`src/rtl/vga_timing_pkg.sv`:
```
// Shared VGA timing definitions: vertical FSM states and default 640x480@60 H/V timing.
package vga_timing_pkg;

    typedef enum logic [1:0] {V_ACT, V_FP, V_SYN, V_BP} vstate_t;

    // Horizontal defaults, shared with the horizontal counter
    localparam int unsigned H_ACTIVE_PIX  = 640;
    localparam int unsigned H_FP_PIX      = 16;
    localparam int unsigned H_SYNC_PIX    = 96;
    localparam int unsigned H_BP_PIX      = 48;
    localparam int unsigned H_TOTAL_PIX   = H_ACTIVE_PIX + H_FP_PIX + H_SYNC_PIX + H_BP_PIX;
    localparam int unsigned COL_W_DEF     = 10;

    // Vertical defaults
    localparam int unsigned V_ACTIVE_LINES = 480;
    localparam int unsigned V_FP_LINES     = 10;
    localparam int unsigned V_SYNC_LINES   = 2;
    localparam int unsigned V_BP_LINES     = 33;
    localparam int unsigned V_TOTAL_LINES  = V_ACTIVE_LINES + V_FP_LINES + V_SYNC_LINES + V_BP_LINES;
    localparam int unsigned ROW_W_DEF      = 10;

endpackage

```
`src/rtl/vga_vtiming_gen.sv`:
```
// Vertical VGA timing: counts lines on line_end, drives vsync/row/vblank/frame_start and video_on.
// Optional frame counter built only when VGA_FRAME_CNT_EN is defined; otherwise frame_cnt is 0.
module vga_vtiming_gen
    import vga_timing_pkg::*;
#(
    parameter int unsigned V_ACTIVE = V_ACTIVE_LINES,
    parameter int unsigned V_FP     = V_FP_LINES,
    parameter int unsigned V_SYNC   = V_SYNC_LINES,
    parameter int unsigned V_BP     = V_BP_LINES,
    parameter logic        VS_POL   = 1'b0,
    parameter int unsigned ROW_W    = ROW_W_DEF
) (
    input  logic             clk,
    input  logic             rst,
    input  logic             line_end,
    input  logic             hs_rgb_en,
    output logic             vsync,
    output logic [ROW_W-1:0] row,
    output logic             vblank,
    output logic             video_on,
    output logic             frame_start,
    output logic [7:0]       frame_cnt
);

    localparam int unsigned V_TOTAL = V_ACTIVE + V_FP + V_SYNC + V_BP;

    localparam logic [ROW_W-1:0] ROW_ACT_END = ROW_W'(V_ACTIVE - 1);
    localparam logic [ROW_W-1:0] ROW_FP_END  = ROW_W'(V_ACTIVE + V_FP - 1);
    localparam logic [ROW_W-1:0] ROW_SYN_END = ROW_W'(V_ACTIVE + V_FP + V_SYNC - 1);
    localparam logic [ROW_W-1:0] ROW_LAST    = ROW_W'(V_TOTAL - 1);

    vstate_t          state;
    vstate_t          state_nxt;
    logic [ROW_W-1:0] row_nxt;
    logic             frame_start_nxt;

    // Next-state, row advance and zero-latency video gate
    always_comb begin
        state_nxt       = state;
        row_nxt         = row;
        frame_start_nxt = 1'b0;
        video_on        = hs_rgb_en & ~vblank & ~rst;

        if (row > ROW_LAST) begin
            state_nxt = vga_timing_pkg::V_ACT;
            row_nxt   = '0;
        end else if (line_end) begin
            row_nxt         = (row == ROW_LAST) ? '0 : row + ROW_W'(1);
            frame_start_nxt = (row == ROW_LAST);
            case (state)
                vga_timing_pkg::V_ACT: if (row == ROW_ACT_END) state_nxt = vga_timing_pkg::V_FP;
                vga_timing_pkg::V_FP:  if (row == ROW_FP_END)  state_nxt = vga_timing_pkg::V_SYN;
                vga_timing_pkg::V_SYN: if (row == ROW_SYN_END) state_nxt = vga_timing_pkg::V_BP;
                vga_timing_pkg::V_BP:  if (row == ROW_LAST)    state_nxt = vga_timing_pkg::V_ACT;
                default: begin
                    state_nxt       = vga_timing_pkg::V_ACT;
                    row_nxt         = '0;
                    frame_start_nxt = 1'b0;
                end
            endcase
        end
    end

    // Flags are registered from next-state so they line up with the new row
    always_ff @(posedge clk) begin
        if (rst) begin
            state       <= vga_timing_pkg::V_ACT;
            row         <= '0;
            vsync       <= ~VS_POL;
            vblank      <= 1'b0;
            frame_start <= 1'b0;
        end else begin
            state       <= state_nxt;
            row         <= row_nxt;
            vsync       <= (state_nxt == vga_timing_pkg::V_SYN) ? VS_POL : ~VS_POL;
            vblank      <= (state_nxt != vga_timing_pkg::V_ACT);
            frame_start <= frame_start_nxt;
        end
    end

`ifdef VGA_FRAME_CNT_EN
    always_ff @(posedge clk) begin
        if (rst) begin
            frame_cnt <= 8'd0;
        end else if (frame_start_nxt) begin
            frame_cnt <= frame_cnt + 8'd1;
        end
    end
`else
    assign frame_cnt = 8'd0;
`endif

endmodule
```
`config.mk`:
```
export PLATFORM = sky130hd
export DESIGN_NAME = vga_vtiming_gen
export DESIGN_NICKNAME = d
export VERILOG_FILES = /design/src/rtl/vga_timing_pkg.sv /design/src/rtl/vga_vtiming_gen.sv
export SDC_FILE = /design/constraint.sdc
export NUM_CORES = 1
export LEC_CHECK = 0
export CAP_MARGIN = 20
export CORE_MARGIN = 2
export CORE_UTILIZATION = 40
export CTS_CLUSTER_DIAMETER = 150
export CTS_CLUSTER_SIZE = 20
export DETAILED_ROUTE_END_ITERATION = 8
export GPL_TIMING_DRIVEN = 0
export PLACE_DENSITY = 0.76
export RECOVER_POWER = 100
export SYNTH_ARGS = -nofsm -noshare
export SYNTH_HDL_FRONTEND = slang
export SYNTH_SLANG_ARGS = --single-unit
export TNS_END_PERCENT = 20
```
`constraint.sdc`:
```
create_clock -name clk -period 1.4 [get_ports clk]
set_input_delay 0.21 -clock clk [delete_from_list [all_inputs] [get_ports clk]]
set_output_delay 0.21 -clock clk [all_outputs]
set_load 0.005 [all_outputs]
```
==> summary.txt <==
fin crit period -> 1.47 ns
Psw -> 0.192 mW
first-pass GRT wire length -> 3110 µm
HPWL after DPL -> 1320 µm
DR WL/cell -> 12.3 µm
initial antenna violation count -> 0
grt met3 use -> 3.03%
FF+latch count, synth -> 15
CTS root buf -> clkbuf_4
clk_skew -> 0.00671 ns
Clock Latency Late Sink -> 0.28 ns
Final Setup Violations -> 16
largest net degree at the start of global routing -> 10
Die H -> 49.6 µm
IO Pins -> 26
vias per cell -> 5.03
crit path kind -> flop to flop
Util after Layout -> 59.5%
share of cells above drive strength 1 -> 26.6%
max-slew violations -> 0
hold_buf cts -> 0
Clk pwr share -> 31.3%
drt drc -> 0
Die Wd -> 49.6 µm
cells after synthesis -> 100
Gate power share -> 12.8%
Iteration-0 DRC Markers -> 7
CTS tree -> built
Fillers -> 188
synth warn -> 0
Peak Freq -> 0.679 GHz
htree depth -> 1
Critical Path Sink Type -> flop
vias in the first global route -> 739
maximum fanout along the worst path -> 3
CTS max path bufs -> 2
core area -> 1960 µm²
die area -> 2460 µm²
Seq/Total Area, Yosys -> 36.1%
Int Power -> 0.590 mW
setup TNS -> -0.399 ns
Buffers on Ports -> 16
VDD IR max -> 354 µV
Static Leakage -> 0.550 nW
CTS sink cnt -> 15
period utilization -> 105%
ant diodes -> 0
Critical Path RT -> 1.57 ns
worst reg2reg setup slack -> -0.07 ns
maxcap violations -> 0
Final #Nets -> 136
Area growth, synth to finish -> 40.3%
Placed Area -> 1060 µm²
CP top delay family -> simple AND/OR/NAND/NOR gates
PwrDens -> 669 nW/µm²
antenna-violating nets left -> 0
routed via count -> 780
final hold viol count -> 0
Synth Cell Area -> 832 µm²
critical path launch point type -> flop
final wirelength -> 1910 µm
final worst slack -> -0.0736 ns
Rows -> 16
hold crit path type -> input pin to flop
routability congestion estimate from global placement -> 0.771
Slowest-stage cell, CP -> or4_4
RR Startpoint -> row[1]
WHS Endpoint -> row[1]
post-route cell area -> 1170 µm²
Crit path largest cell delay -> 0.55 ns
GR Overflow Total -> 0
worst-path cell chain -> inv_4, ha_4, nand3b_1, or4_4, o211ai_2, a21oi_2
Initial Utilization -> 42.4%
worst r2r path cells -> 6
WP data arrival -> 1.64 ns
M1 GR Usage -> 18.4%
Reg power frac -> 55.9%
total power -> 0.782 mW
met2 usage -> 28.4%
Netlist cell types -> 34
Bufs and invs on worst path -> 1
GRT Total Usage -> 15.9%
hold path depth -> 3
CTS Buf Count -> 3
gr busiest metal -> met2
Net Sw Frac -> 24.5%
most frequent cells in the layout -> nor2_1, buf_4, nand2_1
status -> complete, but fails checks
syn_area_per_cell -> 8.32 µm²
clock-pin slew on the worst setup and hold paths -> 0.09 ns
worst flop-to-flop path endpoint -> state[0]
violated checks -> setup timing
most common cell after layout, fill and taps aside -> nor2_1
1st-pass router iterations -> 4
RSZ-0062 raised after global routing -> true
min-delay src -> line_end
-- cell families after synthesis --
kind of cell / synth area share, %
muxes: 1.35
buffers and inverters: 10.8
AOI/OAI and AO/OA: 10.5
DFF: 36.1
and+or+nand+nor: 27.8
other: 0.451
adders and majority gates: 4.51
xor gates and xnor gates: 8.42
-- what timing repair did --
item,4_1_cts,5_1_grt
endpoints found under the hold margin,0,0
endpoints found under the setup margin,23,22
pin swaps,0,9
gates resized for setup,12,19
buffers inserted,0,1
-- worst min-delay path, cell delays in order --
cell	delay, ns
buf_2	0.16
nand3_1	0.09
a21oi_1	0.06
-- power by group through the flow --
stage                     sequential (mW)  combinational (mW)  clock (mW)
after floorplan                     0.451              0.0566           0
after global placement              0.452              0.0842           0
after detailed placement            0.452              0.0877           0
after CTS                           0.441              0.0884       0.251
after global routing                0.438               0.110       0.274
final                               0.437               0.100       0.245
-- cell usage after synthesis --
cell type | count | area, µm²
nand2_1 | 9 | 33.8
nand2b_1 | 1 | 6.26
nor3_1 | 2 | 10.0
nand3b_1 | 2 | 15.0
buf_2 | 3 | 15.0
a31oi_1 | 1 | 6.26
nor4b_1 | 1 | 8.76
inv_1 | 4 | 15.0
o211ai_2 | 1 | 12.5
conb_1 | 1 | 3.75
nor2_1 | 13 | 48.8
nor2b_1 | 1 | 6.26
and3_1 | 1 | 6.26
a21oi_2 | 1 | 8.76
nand4_1 | 2 | 12.5
xor2_1 | 4 | 35.0
xnor2_1 | 4 | 35.0
a21oi_1 | 3 | 15.0
or2_1 | 1 | 6.26
mux2_1 | 1 | 11.3
o21ai_1 | 2 | 10.0
nor3_2 | 1 | 10.0
a21o_1 | 2 | 15.0
or4_1 | 1 | 7.51
buf_4 | 8 | 60.1
nor4_1 | 1 | 6.26
o211ai_1 | 2 | 15.0
nor3b_1 | 1 | 7.51
ha_1 | 3 | 37.5
nand3_1 | 4 | 20.0
and4_1 | 2 | 17.5
o21ai_0 | 1 | 5.00
nand4b_1 | 1 | 8.76
dfxtp_1 | 15 | 300
-- worst max path at each step --
stage | cells past startpoint | slack (ns) | endpoint | startpoint
after floorplan | 4 | 0.02 | state[0] | row[2]
after global routing | 6 | -0.13 | vblank | row[0]
after detailed placement | 3 | -0.23 | video_on | rst
after global placement | 3 | -0.19 | video_on | rst
final | 6 | -0.07 | state[0] | row[1]
after CTS | 6 | -0.07 | state[0] | row[1]
-- per-layer routing --
layer,vias up,share of wire (%)
met3,4,3.9
met1,368,43
met5,-,0
met4,0,1.5
met2,26,52
li1,382,-
-- registers in the layout, indices dropped and copies added, names as in the netlist --
| name | count |
|---|---|
| state | 2 |
| vsync | 1 |
| row | 10 |
| vblank | 1 |
| frame_start | 1 |
-- through the flow --
step           std cells  worst slack (ns)  hold slack, ns
2_1_floorplan        107            0.0152           0.282
3_3_place_gp         150            -0.188           0.512
3_5_place_dp         150            -0.234           0.522
4_1_cts              154           -0.0744           0.261
5_1_grt              155            -0.132           0.274
6_report             155           -0.0736           0.266
-- area by class of cell --
| type | count | area [µm²] | share of cell area (%) |
|---|---|---|---|
| timing repair buffer | 17 | 180 | 15.4 |
| clock buffer | 4 | 26.3 | 2.25 |
| multi-input combinational | 77 | 507 | 43.4 |
| inverter | 4 | 17.5 | 1.50 |
| tap | 27 | 33.8 | 2.89 |
| buffer | 11 | 77.6 | 6.65 |
| sequential | 15 | 325 | 27.9 |
Power figures use the tool's default switching activity.
